[src/rtl/osfm_output_shifter_pipe_if.sv]
// Stream bundle between the multiplier core, the output shifter and the accumulator.
// Carries the product with its operand step counts in, and the rescaled result out.
interface osfm_output_shifter_pipe_if #(
    parameter int BITWIDTH        = 32,
    parameter int OSFM_BITWIDTH_I = 16,
    parameter int MAX_STEPS       = 2
);
    localparam int PW = 2 * OSFM_BITWIDTH_I;
    localparam int SW = $clog2(MAX_STEPS + 1);

    logic                in_valid;
    logic                in_ready;
    logic [PW-1:0]       shiftin;
    logic [SW-1:0]       steps_a;
    logic [SW-1:0]       steps_b;
    logic                out_valid;
    logic                out_ready;
    logic [BITWIDTH-1:0] shiftout;

    modport master (
        output in_valid, shiftin, steps_a, steps_b, out_ready,
        input  in_ready, out_valid, shiftout
    );

    modport slave (
        input  in_valid, shiftin, steps_a, steps_b, out_ready,
        output in_ready, out_valid, shiftout
    );
endinterface

[src/rtl/osfm_output_shifter_pipe.sv]
// Two-stage output shifter: restores product scale by arithmetic right shift of k*SHIFTDISTANCE bits.
// Optional OSFM_OUTPUT_ROUND_EN adds round-half-up on the last shifted-out bit.
module osfm_output_shifter_pipe #(
    parameter int BITWIDTH        = 32,
    parameter int OSFM_BITWIDTH_I = 16,
    parameter int SHIFTDISTANCE   = 4,
    parameter int MAX_STEPS       = 2,
    parameter int CNT_WIDTH       = 16
) (
    input  logic                         clk,
    input  logic                         rst_n,
    osfm_output_shifter_pipe_if.slave    bus,
    input  logic                         cnt_clear,
    output logic [CNT_WIDTH-1:0]         shift_count
);
    localparam int PW  = 2 * OSFM_BITWIDTH_I;
    localparam int SW  = $clog2(MAX_STEPS + 1);
    localparam int KW  = $clog2(2 * MAX_STEPS + 1);
    localparam int SHW = $clog2(2 * MAX_STEPS * SHIFTDISTANCE + 1);

    generate
        if ((PW < BITWIDTH) || ((2 * MAX_STEPS * SHIFTDISTANCE) > (BITWIDTH - 1))) begin : g_param_check
            $error("osfm_output_shifter_pipe: illegal BITWIDTH/OSFM_BITWIDTH_I/SHIFTDISTANCE/MAX_STEPS combination");
        end
    endgenerate

    function automatic logic [SW-1:0] clamp_steps(input logic [SW-1:0] s);
        if (s > SW'(MAX_STEPS)) begin
            return SW'(MAX_STEPS);
        end else begin
            return s;
        end
    endfunction

    logic                 s1_valid_r;
    logic [BITWIDTH-1:0]  s1_top_r;
    logic [KW-1:0]        s1_k_r;
    logic                 s2_valid_r;
    logic [BITWIDTH-1:0]  shiftout_r;
    logic [CNT_WIDTH-1:0] count_r;

    logic                 s1_adv_s;
    logic                 in_ready_s;
    logic                 accept_s;
    logic                 s2_load_s;
    logic [KW-1:0]        k_in_s;
    logic [SHW-1:0]       sh_amt_s;
    logic [BITWIDTH-1:0]  shifted_s;
`ifdef OSFM_OUTPUT_ROUND_EN
    logic [BITWIDTH-1:0]  round_src_s;
`endif

    // Handshake: in_ready depends only on stage occupancy and out_ready, never on in_valid.
    always_comb begin
        s1_adv_s   = !s2_valid_r || bus.out_ready;
        in_ready_s = !s1_valid_r || s1_adv_s;
        accept_s   = bus.in_valid && in_ready_s;
        s2_load_s  = s1_valid_r && s1_adv_s;
        k_in_s     = KW'(clamp_steps(bus.steps_a)) + KW'(clamp_steps(bus.steps_b));
    end

    // Stage 2 datapath: arithmetic shift of the registered top slice, optional rounding.
    always_comb begin
        sh_amt_s  = SHW'(s1_k_r * SHIFTDISTANCE);
        shifted_s = BITWIDTH'($signed(s1_top_r) >>> sh_amt_s);
`ifdef OSFM_OUTPUT_ROUND_EN
        // For k>0 the shift is at least SHIFTDISTANCE, so sh_amt_s-1 is a valid bit position.
        round_src_s = s1_top_r >> (sh_amt_s - SHW'(1));
        if (s1_k_r != {KW{1'b0}}) begin
            shifted_s = shifted_s + {{(BITWIDTH-1){1'b0}}, round_src_s[0]};
        end else begin
            shifted_s = shifted_s;
        end
`endif
    end

    // Stage 1 register: capture product top slice and clamped step sum on acceptance.
    always_ff @(posedge clk) begin
        if (!rst_n) begin
            s1_valid_r <= 1'b0;
            s1_top_r   <= {BITWIDTH{1'b0}};
            s1_k_r     <= {KW{1'b0}};
        end else if (accept_s) begin
            s1_valid_r <= 1'b1;
            s1_top_r   <= bus.shiftin[PW-1 -: BITWIDTH];
            s1_k_r     <= k_in_s;
        end else if (s2_load_s) begin
            s1_valid_r <= 1'b0;
        end
    end

    // Stage 2 register: result held stable while the consumer stalls.
    always_ff @(posedge clk) begin
        if (!rst_n) begin
            s2_valid_r <= 1'b0;
            shiftout_r <= {BITWIDTH{1'b0}};
        end else if (s2_load_s) begin
            s2_valid_r <= 1'b1;
            shiftout_r <= shifted_s;
        end else if (bus.out_ready) begin
            s2_valid_r <= 1'b0;
        end
    end

    // Saturating count of accepted transactions that needed a shift; clear wins.
    always_ff @(posedge clk) begin
        if (!rst_n) begin
            count_r <= {CNT_WIDTH{1'b0}};
        end else if (cnt_clear) begin
            count_r <= {CNT_WIDTH{1'b0}};
        end else if (accept_s && (k_in_s != {KW{1'b0}}) && (count_r != {CNT_WIDTH{1'b1}})) begin
            count_r <= count_r + {{(CNT_WIDTH-1){1'b0}}, 1'b1};
        end
    end

    assign bus.in_ready  = in_ready_s;
    assign bus.out_valid = s2_valid_r;
    assign bus.shiftout  = shiftout_r;
    assign shift_count   = count_r;
endmodule

[src/flat_wrapper.sv]
// flat-port wrapper written by rule: the top's interface ports become plain ports
module osfm_output_shifter_pipe_flat 
#(
    parameter int BITWIDTH        = 32,
    parameter int OSFM_BITWIDTH_I = 16,
    parameter int SHIFTDISTANCE   = 4,
    parameter int MAX_STEPS       = 2,
    parameter int CNT_WIDTH       = 16
)
  (clk, rst_n, cnt_clear, shift_count, bus_in_valid, bus_shiftin, bus_steps_a, bus_steps_b, bus_out_ready, bus_in_ready, bus_out_valid, bus_shiftout);
  osfm_output_shifter_pipe_if #(.BITWIDTH(BITWIDTH), .OSFM_BITWIDTH_I(OSFM_BITWIDTH_I), .MAX_STEPS(MAX_STEPS)) bus_i ();
  input  logic clk;
  input  logic rst_n;
  input  logic cnt_clear;
  output logic [CNT_WIDTH-1:0] shift_count;
  input wire logic [$bits(bus_i.in_valid)-1:0] bus_in_valid;
  input wire logic [$bits(bus_i.shiftin)-1:0] bus_shiftin;
  input wire logic [$bits(bus_i.steps_a)-1:0] bus_steps_a;
  input wire logic [$bits(bus_i.steps_b)-1:0] bus_steps_b;
  input wire logic [$bits(bus_i.out_ready)-1:0] bus_out_ready;
  output wire logic [$bits(bus_i.in_ready)-1:0] bus_in_ready;
  output wire logic [$bits(bus_i.out_valid)-1:0] bus_out_valid;
  output wire logic [$bits(bus_i.shiftout)-1:0] bus_shiftout;
  assign bus_i.in_valid = bus_in_valid;
  assign bus_i.shiftin = bus_shiftin;
  assign bus_i.steps_a = bus_steps_a;
  assign bus_i.steps_b = bus_steps_b;
  assign bus_i.out_ready = bus_out_ready;
  assign bus_in_ready = bus_i.in_ready;
  assign bus_out_valid = bus_i.out_valid;
  assign bus_shiftout = bus_i.shiftout;
  osfm_output_shifter_pipe #(.BITWIDTH(BITWIDTH), .OSFM_BITWIDTH_I(OSFM_BITWIDTH_I), .SHIFTDISTANCE(SHIFTDISTANCE), .MAX_STEPS(MAX_STEPS), .CNT_WIDTH(CNT_WIDTH)) u_core (.clk(clk), .rst_n(rst_n), .bus(bus_i), .cnt_clear(cnt_clear), .shift_count(shift_count));
endmodule
[config.mk]
export PLATFORM = sky130hd
export DESIGN_NAME = osfm_output_shifter_pipe_flat
export DESIGN_NICKNAME = d
export VERILOG_FILES = /design/src/rtl/osfm_output_shifter_pipe_if.sv /design/src/rtl/osfm_output_shifter_pipe.sv /design/src/flat_wrapper.sv
export SDC_FILE = /design/constraint.sdc
export NUM_CORES = 1
export LEC_CHECK = 0
export BUFFER_PORTS_ARGS = -buffer_cell sky130_fd_sc_hd__buf_2
export CAP_MARGIN = 20
export CORE_UTILIZATION = 30
export CTS_CLUSTER_SIZE = 20
export DETAILED_ROUTE_END_ITERATION = 8
export SETUP_SLACK_MARGIN = 0.4
export SYNTH_ARGS = -nofsm -noshare
export SYNTH_HDL_FRONTEND = slang
export SYNTH_SLANG_ARGS = --single-unit
[constraint.sdc]
create_clock -name clk -period 2.9 [get_ports clk]
set_clock_uncertainty 0.1 [all_clocks]
set_input_delay 0.58 -clock clk [delete_from_list [all_inputs] [get_ports clk]]
set_output_delay 0.58 -clock clk [all_outputs]
set_load 0.01 [all_outputs]
Word-level counts from Yosys, hierarchy flattened. Cells that the tools add are included.

Register bits: 85. Bits of input ports: 41. Output and inout port bits: 50. Logic and storage cells: 31.

Add/subtract/negate cells: 2. $lt $le $gt $ge: 2. Eq/ne operators: 1. Shift operators: 1. Multiplexer cells: 6. Bitwise operators: 1. Reductions and logical operators: 12.

Operator list (count): $sshr A32 B5 Y32 (1); $add A16 B1 Y16 const B (1); $ne A16 B16 Y1 const B (1); $gt A2 B2 Y1 const B (2); $logic_and A1 B1 Y1 (4); $mux W1 (4); $mux W2 (2); $reduce_bool A2 Y1 (2); $add A2 B2 Y3 (1); $reduce_bool A3 Y1 (1); $logic_not A1 Y1 (2); $logic_or A1 B1 Y1 (2); $reduce_or A2 Y1 (1); $not A1 Y1 (1).

Depth between registers and ports, before layout.
Word-level depth: 6. Depth in mapped cells: 9. Mapped depth without buffers: 8.

Worst setup path after synthesis. OpenSTA, ideal clock, no wires.

Path type: input port to flip-flop. Start: in bus_steps_b[0]. End: reg u_core.count_r[11] (netlist: u_core.shift_count[11]). Library setup time: 0.128 ns. Arrival: 2.521 ns. Setup slack: 0.152 ns. Cell stages on the path: 9. Buffers on the path: 1. Path through: nor2b_1 ha_1 fa_1 nor3_1 or4_4 buf_6 a2111oi_4 xnor2_1 nor2_1.

Longest elaborated chain between the ends: 6.

RTL lines: from (decl) (line flat_wrapper.sv:19) `input wire logic [$bits(bus_i.steps_b)-1:0] bus_steps_b;`; $gt A2 B2 Y1 (line osfm_output_shifter_pipe.sv:28) `if (s > SW'(MAX_STEPS)) begin`; $mux W2 (*) (line osfm_output_shifter_pipe.sv:28); $add A2 B2 Y3 (*) (line osfm_output_shifter_pipe.sv:59) `k_in_s = KW'(clamp_steps(bus.steps_a)) + KW'(clamp_steps(bus.steps_b));`; named net u_core.k_in_s[1] (line osfm_output_shifter_pipe.sv:46) `logic [KW-1:0] k_in_s;`; $reduce_bool A3 Y1 (*) (line osfm_output_shifter_pipe.sv:111) `end else if (accept_s && (k_in_s != {KW{1'b0}}) && (count_r != {CNT_WIDTH{1'b1}})) begin`; $logic_and A1 B1 Y1 (*) (2 in series) (line osfm_output_shifter_pipe.sv:111); to (signal assigned) (line osfm_output_shifter_pipe.sv:108) `count_r <= {CNT_WIDTH{1'b0}};`; to (signal assigned) (line osfm_output_shifter_pipe.sv:110) `count_r <= {CNT_WIDTH{1'b0}};`; to (signal assigned) (line osfm_output_shifter_pipe.sv:112) `count_r <= count_r + {{(CNT_WIDTH-1){1'b0}}, 1'b1};`; to (decl) (line osfm_output_shifter_pipe.sv:40) `logic [CNT_WIDTH-1:0] count_r;`.

Mark *: on every way through the listed nets, which the timed path passes. The rest lies on a longest branch. A chain may end at the register's enable or synchronous reset.

Final worst setup path.
Start: in bus_steps_a[0]. End: reg u_core.count_r[11] (netlist: u_core.shift_count[11]).

Longest elaborated chain between the ends: 6.

RTL lines: from (decl) (line flat_wrapper.sv:18) `input wire logic [$bits(bus_i.steps_a)-1:0] bus_steps_a;`; $gt A2 B2 Y1 (line osfm_output_shifter_pipe.sv:28); $mux W2 (*) (line osfm_output_shifter_pipe.sv:28); $add A2 B2 Y3 (*) (line osfm_output_shifter_pipe.sv:59); named net u_core.k_in_s[1] (line osfm_output_shifter_pipe.sv:46); $reduce_bool A3 Y1 (*) (line osfm_output_shifter_pipe.sv:111); $logic_and A1 B1 Y1 (*) (2 in series) (line osfm_output_shifter_pipe.sv:111).

Marked as above.

==> summary.txt <==
Floorplan
  – Die Wd: 121 µm
  – Die height: roughly 120 µm
  – Die area: 0.0147 mm²
  – IO Pins: 91
  – # rows: between 40 and 50
  – Core ar.: 0.0139 mm²
  – Initial Util: 30.6%

Yosys
  – Dominant synthesized flop cell: dfxtp_1
  – Syn Std Cell Area: 0.00425 mm²
  – Synth top area share: between 40% and 50%
  – Dominant cells by area after synthesis: dfxtp_1 (40%), mux4_2 (12%), nand2_1 (7.5%)
  – EDFF count, synth: 0
  – Synth Warn #: 0
  – Synth area leader: dfxtp_1
  – Sequential area share after synthesis: 40.0%
  – Post-Syn Instances: 465
  – Commonest cells in the netlist: dfxtp_1 (85), nand2_1 (85), a21boi_0 (41), o21ai_0 (34), clkbuf_1 (30)
  – Net count after synthesis: just over 500
  – Average size of a mapped cell: 9.15 µm²
  – Count of cell types in the netlist: 41
  – Fraction of registers with async set/reset: 0%
  – Yosys reg bits: 85

Timing
  – Peak Freq: 408 MHz
  – Final setup TNS: 0 ns
  – Final setup viols: 0
  – Fin. Hold Viols: 0
  – Tcrit/Tclk final: 84.5%
  – Tmin final: 2.45 ns
  – Fin. max-slew vios: 0
  – Slew @ Worst Pin: 0.896 ns
  – Post-route setup slack: 0.448 ns
  – RSZ-0062 raised after global routing: yes
  – Slew HR: about two fifths

Pwr
  – Clk pwr share: between 40% and 50%
  – Sequential power share: 45.2%
  – Power Density: 547 mW/mm²
  – P_int: approximately 2100 µW
  – Net Sw Power: 747 µW
  – Leak: 0.00203 µW
  – Logic pwr share: 12.7%
  – Max rail drop VDD: approximately 0.00030 V
  – Net Sw Frac: about a quarter

Clocking
  – Num CTS Buffers: 9
  – CTS root buffer: clkbuf_16
  – Clk buf depth: 2
  – Clock Latency Late Sink: 0.35 ns
  – Clock Pin Slew Worst Setup and Hold Paths: 0.06 ns
  – Depth of the CTS H-tree: 3
  – Clock Sinks: 85
  – TritonCTS clock tree: done
  – CTS resizes: 0

Place
  – Number of buffers added on ports: 90
  – Global placer's final weighted congestion: 0.829
  – Setup WS pre-CTS: 0.0730 ns
  – Hpwl dp: 8110 µm

Worst setup path
  – Worst EP required: 3.02 ns
  – Startpoint Class: input port
  – Kind of critical path: in2reg
  – Worst setup EP type: flop
  – R2R Setup Slk: between 0.9 and 1 ns
  – WP data arrival: 2.57 ns
  – Worst-path maximum fanout: 7

Route
  – Routed WL per cell: between 15 and 20 µm
  – Drt pass-1 iters: 4
  – Via Count: about 3,700
  – DR DRC count: 0
  – WL final: about 11,000 µm
  – Vias per cell: about 5
  – Starting DRT DRC Count: 280
  – Routed Antenna Nets: 0

Final layout
  – Diode count: 0
  – Register area: ~0.0017 mm²
  – Area Growth Syn to Fin: 22.3%
  – Multi-input gate area: around 0.0024 mm²
  – Number of nets in the layout: 581
  – Fillers: 1,409
  – Layout cell share with drive strength beyond 1: around 29%

Global route
  – GR peak layer: met2
  – Gr usage total: 15.6%
  – First-pass GRT wire length: 17,800 µm
  – GRT met3 Usage: 2.77%
  – Initial antenna violation count: 1
  – Met2 Use GR: 23.8%
  – Largest net degree at the start of global routing: 71
  – Met1 Use GR: 21.1%
  – Vias in the first global route: around 3,500
  – GR Overflow Total: 0

Outcome
  – Status: finished, final reports clean

Worst hold path
  – Hold Path Class: reg2reg

Job
  – Max-Cap Viols: 0
## layout make-up
type	count	share of cell area, %
Inverter	12	0.866
Tap cell	180	4.33
Clock buffer	10	4.59
Timing Repair Buffer	101	10.5
Clock inverter	6	1.35
Multi-Input combinational cell	328	45.6
Sequential cell	85	32.7
## what timing repair did
| item | 4_1_cts | 5_1_grt |
|---|---|---|
| hold buffers | 0 | 0 |
| endpoints found under the setup margin | 0 | 2 |
| buffers inserted | 0 | 1 |
## worst max-delay path, cell delays in order
cell and delay [ns]:
buf_2 0.10, nor2b_4 0.11, ha_2 0.18, fa_1 0.56, nor3_2 0.07, or4_4 0.53
a2111oi_4 0.24, xnor2_1 0.16, nor2_1 0.05
## stage by stage
step	hold slack (ns)	cells	util (%)	power, µW	instance area, µm²
4_1_cts	0.371	721	37.4	2870	5190
5_1_grt	0.381	722	37.5	2970	5200
6_report	0.365	722	37.5	2840	5200
3_3_place_gp	0.356	705	35.2	1660	4890
2_1_floorplan	0.341	465	-	1540	4280
3_5_place_dp	0.368	705	35.2	1670	4890
## path summary, 6_finish.rpt
check	depth (start not counted)	endpoint	startpoint
setup / recovery	9	u_core.shift_count[11]	bus_steps_a[0]
hold / removal	2	u_core.bus.shiftout[28]	u_core.bus.shiftout[28]
setup reg to reg	5	u_core.shift_count[12]	u_core.shift_count[3]
hold reg to reg	2	u_core.bus.shiftout[28]	u_core.bus.shiftout[28]
## cells by family (layout without fill, tap and decap cells)
| logic type | count (synthesis) | in the layout | share of synthesized area, % |
|---|---|---|---|
| buf+inv | 52 | 129 | 4.91 |
| compound gates | 128 | 128 | 20.4 |
| xor+xnor | 10 | 10 | 2.06 |
| simple gates | 148 | 148 | 15.5 |
| flops | 85 | 85 | 40.0 |
| fa+ha+maj | 3 | 3 | 1.06 |
| mux | 39 | 39 | 16.1 |
## flip-flops by register name (all words and copies together), names as in the netlist
register              cells
u_core.bus.shiftout      32
u_core.bus.out_valid      1
u_core.s1_k_r             3
u_core.s1_valid_r         1
u_core.shift_count       16
u_core.s1_top_r          32
## power by group through the flow
stage | Clock, µW | Sequential [µW] | Combinational (µW)
floorplan | 0 | 1300 | 237
global placement | 0 | 1310 | 356
detailed placement | 0 | 1310 | 362
CTS | 1220 | 1280 | 364
global route | 1270 | 1290 | 403
finish | 1200 | 1290 | 362
## layout by cell type, fill, tap and decap left out, types with 6 or more instances in the layout
master and instances:
clkbuf_16 9, buf_4 10, xnor2_1 8, a21boi_0 41, nand2b_1 12, mux2i_1 12, nand3_1 6, o31ai_1 6
dfxtp_1 84, a21oi_1 27, nor2_1 24, mux4_2 23, o21ai_0 34, inv_1 12, buf_2 90, nand2_1 85
## routing by layer
layer  part of all wire [%]  routed length, µm  vias to the layer above
li1                       -                  -                     1786
met3                    4.7                513                       17
met2                     45               4970                       96
met5                  0.091                 10                        -
met1                     47               5180                     1772
met4                    2.6                289                        2
(Power assumes the default switching activity.)
